$ cat src/rtl/fifo_arb_pkg.sv
// Shared helpers for the FIFO write-port arbiter.
// ID width derivation and requester-count range check.
package fifo_arb_pkg;

  localparam int NUM_REQ_MIN = 2;
  localparam int NUM_REQ_MAX = 8;

  function automatic int clog2(input int n);
    int r;
    r = 0;
    for (int v = n - 1; v > 0; v = v >> 1) r++;
    return r;
  endfunction

  function automatic int id_w(input int n);
    return (clog2(n) < 1) ? 1 : clog2(n);
  endfunction

  function automatic bit num_req_ok(input int n);
    return (n >= NUM_REQ_MIN) && (n <= NUM_REQ_MAX);
  endfunction

endpackage

$ cat src/rtl/fifo_arb_rr_pick.sv
// Rotate-priority picker: first set mask bit at or after ptr.
// Pure combinational; wrap is explicit so NUM_REQ need not be 2^n.
module fifo_arb_rr_pick
  import fifo_arb_pkg::*;
#(
  parameter int NUM_REQ = 4,
  parameter int ID_W    = 2
) (
  input  logic [NUM_REQ-1:0] mask,
  input  logic [ID_W-1:0]    ptr,
  output logic [ID_W-1:0]    sel,
  output logic               any
);

  // scan farthest-first so the nearest eligible index wins
  always_comb begin
    int idx_i;
    logic [ID_W-1:0] idx;
    sel = '0;
    any = |mask;
    for (int i = NUM_REQ - 1; i >= 0; i--) begin
      idx_i = int'(ptr) + i;
      if (idx_i >= NUM_REQ) idx_i = idx_i - NUM_REQ;
      idx = ID_W'(idx_i);
      if (mask[idx]) sel = idx;
    end
  end

endmodule

$ cat src/rtl/fifo_wr_arbiter.sv
// Round-robin arbiter for the async FIFO write port.
// Optional packet lock: define FIFO_ARB_LOCK_EN.
module fifo_wr_arbiter
  import fifo_arb_pkg::*;
#(
  parameter  int NUM_REQ    = 4,
  parameter  int DATA_WIDTH = 8,
  localparam int ID_W       = id_w(NUM_REQ)
) (
  input  logic                          CLK,
  input  logic                          RST,
  input  logic [NUM_REQ-1:0]            REQ_VALID,
  input  logic [NUM_REQ*DATA_WIDTH-1:0] REQ_DATA,
  input  logic [NUM_REQ-1:0]            REQ_LAST,
  output logic [NUM_REQ-1:0]            REQ_READY,
  input  logic                          FULL,
  output logic                          W_INC,
  output logic [DATA_WIDTH-1:0]         WR_DATA,
  output logic [ID_W-1:0]               GRANT_ID
);

  if (!num_req_ok(NUM_REQ)) begin : g_bad_num_req
    $error("fifo_wr_arbiter: NUM_REQ out of range");
  end

  logic [DATA_WIDTH-1:0] data_arr [NUM_REQ];
  logic [NUM_REQ-1:0]    elig;
  logic [ID_W-1:0]       sel;
  logic [ID_W-1:0]       next_ptr;
  logic [ID_W-1:0]       grant;
  logic                  any;
  logic [ID_W-1:0]       rr_q, rr_d;
  logic [ID_W-1:0]       last_q, last_d;

  for (genvar g = 0; g < NUM_REQ; g++) begin : g_unpack
    assign data_arr[g] = REQ_DATA[g*DATA_WIDTH +: DATA_WIDTH];
  end

`ifdef FIFO_ARB_LOCK_EN
  logic            lock_q, lock_d;
  logic [ID_W-1:0] lock_id_q, lock_id_d;

  // while locked only the owning requester is eligible
  always_comb begin
    elig = REQ_VALID;
    if (lock_q) elig = REQ_VALID & (NUM_REQ'(1) << lock_id_q);
  end
`else
  logic unused_req_last;
  assign unused_req_last = ^REQ_LAST;

  // every requester competes on every cycle
  always_comb begin
    elig = REQ_VALID;
  end
`endif

  fifo_arb_rr_pick #(
    .NUM_REQ (NUM_REQ),
    .ID_W    (ID_W)
  ) u_pick (
    .mask (elig),
    .ptr  (rr_q),
    .sel  (sel),
    .any  (any)
  );

  // strobe, ready and data mux; held index when idle, zero in reset
  always_comb begin
    W_INC     = any & ~FULL & ~RST;
    REQ_READY = '0;
    if (W_INC) REQ_READY[sel] = 1'b1;
    grant    = any ? sel : last_q;
    GRANT_ID = RST ? '0 : grant;
    WR_DATA  = RST ? '0 : data_arr[grant];
    if (int'(sel) == NUM_REQ - 1) next_ptr = '0;
    else next_ptr = sel + ID_W'(1);
  end

  // next state: pointer and lock move only on accepted writes
  always_comb begin
    rr_d   = rr_q;
    last_d = any ? sel : last_q;
`ifdef FIFO_ARB_LOCK_EN
    lock_d    = lock_q;
    lock_id_d = lock_id_q;
    if (W_INC) begin
      if (REQ_LAST[sel]) begin
        lock_d = 1'b0;
        rr_d   = next_ptr;
      end else begin
        lock_d    = 1'b1;
        lock_id_d = sel;
      end
    end
`else
    if (W_INC) rr_d = next_ptr;
`endif
  end

  // state registers with synchronous reset
  always_ff @(posedge CLK) begin
    if (RST) begin
      rr_q      <= '0;
      last_q    <= '0;
`ifdef FIFO_ARB_LOCK_EN
      lock_q    <= 1'b0;
      lock_id_q <= '0;
`endif
    end else begin
      rr_q      <= rr_d;
      last_q    <= last_d;
`ifdef FIFO_ARB_LOCK_EN
      lock_q    <= lock_d;
      lock_id_q <= lock_id_d;
`endif
    end
  end

endmodule

$ cat config.mk
export PLATFORM = sky130hd
export DESIGN_NAME = fifo_wr_arbiter
export DESIGN_NICKNAME = d
export VERILOG_FILES = /design/src/rtl/fifo_arb_pkg.sv /design/src/rtl/fifo_arb_rr_pick.sv /design/src/rtl/fifo_wr_arbiter.sv
export SDC_FILE = /design/constraint.sdc
export NUM_CORES = 1
export LEC_CHECK = 0
export CORE_ASPECT_RATIO = 1.25
export CORE_MARGIN = 2
export CORE_UTILIZATION = 26
export DETAILED_ROUTE_END_ITERATION = 8
export GPL_ROUTABILITY_DRIVEN = 0
export PLACE_DENSITY = 0.75
export SLEW_MARGIN = 10
export SYNTH_ARGS = -nofsm -noshare
export SYNTH_HDL_FRONTEND = slang
export SYNTH_SLANG_ARGS = --single-unit
$ cat constraint.sdc
create_clock -name CLK -period 2.65 [get_ports CLK]
set_input_delay 0.795 -clock CLK [delete_from_list [all_inputs] [get_ports CLK]]
set_output_delay 0.795 -clock CLK [all_outputs]
set_load 0.005 [all_outputs]
==> impl_metrics.json <==
{
  "syn_inst": 65,
  "crit_arrival_ns": 2.30,
  "dp_hpwl_um": 1850,
  "place_inst": 164,
  "ios": 58,
  "slowest_delay_ns": 0.31,
  "cpMaxStageDelayCell": "nor4_4",
  "placed_cell_area_sq_um": 1280,
  "n_antenna_cell": 0,
  "port_buffers": 53,
  "worst_ir_drop_vdd_uv": 304,
  "cts_buffer_depth": 2,
  "timing_hold_violations_final": 0,
  "clock_latency_ns": 0.24,
  "slew-limit-headroom": 0.723,
  "reg2reg_slack_ns": 1.03,
  "drt_wl_total_um": 3060,
  "power.total_mw": 0.589,
  "worst_slack_ns": -0.444,
  "end_kind": "output port",
  "cts_hold_repair.buffers": 0,
  "stdcell_area_sq_um": 1600,
  "grt_pass1_wl_um": 4280,
  "hold_depth": 3,
  "yosysSeqAreaShare": 0.137,
  "cts_buffers": 3,
  "viasPerCell": 4.80,
  "power_density_nw_per_um2": 369,
  "critPathMaxFanout": 6,
  "grt_setup_unrepaired": "yes",
  "drc": 0,
  "finalSetupViolations": 15,
  "post_drt_wl_per_cell_um": 16.0,
  "die_w_um": 46.4,
  "vias": 917,
  "ys_ff_latch": 4,
  "initial_core_util": 0.270,
  "nFillCells": 138,
  "synth_area_leaders": "mux2i_1 27%, dfxtp_1 14%, o22ai_1 9.6%",
  "r2r_end": "rr_q[1]$_SDFFE_PP0P_",
  "crit_type": "in -> out",
  "die_area_sq_um": 2640,
  "area_growth_pct": 174,
  "syn_nets": 112,
  "cts_tree": "yes",
  "htreeDepth": 1,
  "synth_cell_type_count": 26,
  "worstReg2RegStart": "rr_q[1]$_SDFFE_PP0P_",
  "track_usage": 0.229,
  "antenna_found_initial": 0,
  "failed_checks": "negative setup slack",
  "grt_start_max_net_pins": 9,
  "cp-startpoint": "REQ_VALID[0]",
  "cts-root-buf": "clkbuf_4",
  "critPathBufInv": 5,
  "cap_viol_max_count": 0,
  "dr.pass1.iters": 4,
  "fin_util": 0.739,
  "setup_tns_ns": -4.95,
  "drive_gt1_frac": 0.494,
  "fin_nets": 209,
  "antenna_left": 0,
  "cp_cell_sequence": "buf_8, buf_6, nor4_4, nand2_2, o311ai_4, buf_16, buf_8, mux2i_1, o22ai_1, buf_2",
  "fin_crit_sh": 1.17,
  "path_clk_slew_ns": 0.03,
  "netlist_area_sq_um": 584,
  "outcome": "finished, violations left",
  "skew_ns": 0.0125,
  "grt_remaining_overflow": 0,
  "worst_pin_slew_ns": 0.414,
  "stdcell_count": 191,
  "yosys.area.top_type": "mux2i_1",
  "rr_worst_depth": 9,
  "clkSinkCount": 4,
  "die_h_um": 57,
  "avgSynthCellArea_sq_um": 8.99,
  "post-route-min-period_ns": 3.09,
  "timing.fmax_mhz": 323,
  "drt_iter0_markers": 3,
  "yosys_warnings": 0,
  "critPathTopFamily": "buffers and inverters",
  "worstHoldStart": "rr_q[1]$_SDFFE_PP0P_",
  "grt_pass1_vias": 930,
  "cp.required_ns": 1.86,
  "hold_class": "reg -> reg",
  "synth_top_area_share": 0.274,
  "slew_violations": 0,
  "p_leak_nw": 0.746,
  "holdPathEnd": "rr_q[1]$_SDFFE_PP0P_",
  "crit_top_cell": "buf_8",
  "fp.coreArea_sq_um": 2160,
  "num_rows": 19,
  "cp-start-kind": "input port"
}
[sequential cells by signal, summed over array words and instances, names as in the netlist]
name    flops
last_q      2
rr_q        2
[worst max-delay path by stage]
stage / depth (start not counted) / endpoint
after CTS: 10 / WR_DATA[3]
after global placement: 6 / WR_DATA[6]
final: 10 / WR_DATA[3]
after detailed placement: 6 / WR_DATA[7]
after global routing: 10 / WR_DATA[5]
after floorplan: 6 / WR_DATA[1]
[worst reg2reg max path: cells and delay by family (launching register included)]
family / cells / cell delay, ns
AOI/OAI and AO/OA: 4 / 0.42
adders and majority gates: 1 / 0.26
buffers and inverters: 3 / 0.39
DFF: 1 / 0.36
and+or+nand+nor: 1 / 0.06
[cell type report]
| cell class | instances | area [sq um] | area share |
|---|---|---|---|
| Timing Repair Buffer | 94 | 880 | 0.550 |
| Inverter | 4 | 20.0 | 0.0125 |
| Multi-Input combinational cell | 55 | 558 | 0.349 |
| Clock buffer | 3 | 22.5 | 0.0141 |
| Tap cell | 31 | 38.8 | 0.0243 |
| Sequential cell | 4 | 80.1 | 0.0501 |
[synthesized netlist by cell type (all sizes together)]
library cell,number
nor3b,1
nand2,3
o311ai,1
o221ai,1
and2,4
and2b,1
dfxtp,4
mux2i,16
nor2b,1
inv,4
ha,4
a21oi,2
nor2,1
a21o,3
o21ai,2
buf,2
nand3b,1
o31ai,1
nor3,1
o22ai,9
nor4,1
nand2b,2
[cell families after synthesis]
logic type               count (synthesis)  synth area share
buffers and inverters                    6            0.0685
adder cells (fa/ha/maj)                  4            0.0857
AO/OA/AOI/OAI                           19             0.259
multiplexers                            16             0.274
flip-flops                               4             0.137
AND/OR/NAND/NOR                         16             0.176
[power by group]
group	switching [mW]	internal [mW]	total (mW)
Combinational	0.163	0.273	0.436
Sequential	0.00575	0.0687	0.0745
Clock	0.0281	0.0509	0.0790
Total	0.197	0.392	0.589
[through the flow]
stage	setup WS, ns	hold slack (ns)
floorplan	-0.00720	0.537
global placement	-1.41	0.657
detailed placement	-1.46	0.648
CTS	-0.399	0.665
global route	-0.521	0.702
finish	-0.444	0.678
[routing by layer]
layer | wire length, um | track usage | up-vias | share of wire
met5 | 0 | 0 | - | 0
met4 | 15 | 0.106 | 0 | 0.0049
met3 | 427 | 0.101 | 2 | 0.14
met2 | 1610 | 0.413 | 46 | 0.53
met1 | 1010 | 0.207 | 432 | 0.33
li1 | - | - | 437 | -
[cell usage in the layout, fill, tap and decap left out, types with 2 or more instances in the layout]
master / instances
buf_4: 28
a21o_1: 2
buf_2: 11
clkbuf_4: 3
nand2_2: 2
buf_6: 12
dfxtp_1: 4
ha_1: 4
dlygate4sd2_1: 3
buf_8: 2
inv_4: 2
mux2i_1: 16
o22ai_1: 8
clkdlybuf4s50_1: 33
buf_12: 3
and2_1: 4
[timing repair]
item | CTS | global route
setup buffers | 20 | 3
pin swaps | 18 | 5
cloned | 1 | 0
gates resized for setup | 98 | 8
endpoints found under the setup margin | 15 | 15
No activity file was read; power rests on OpenSTA's default activity.
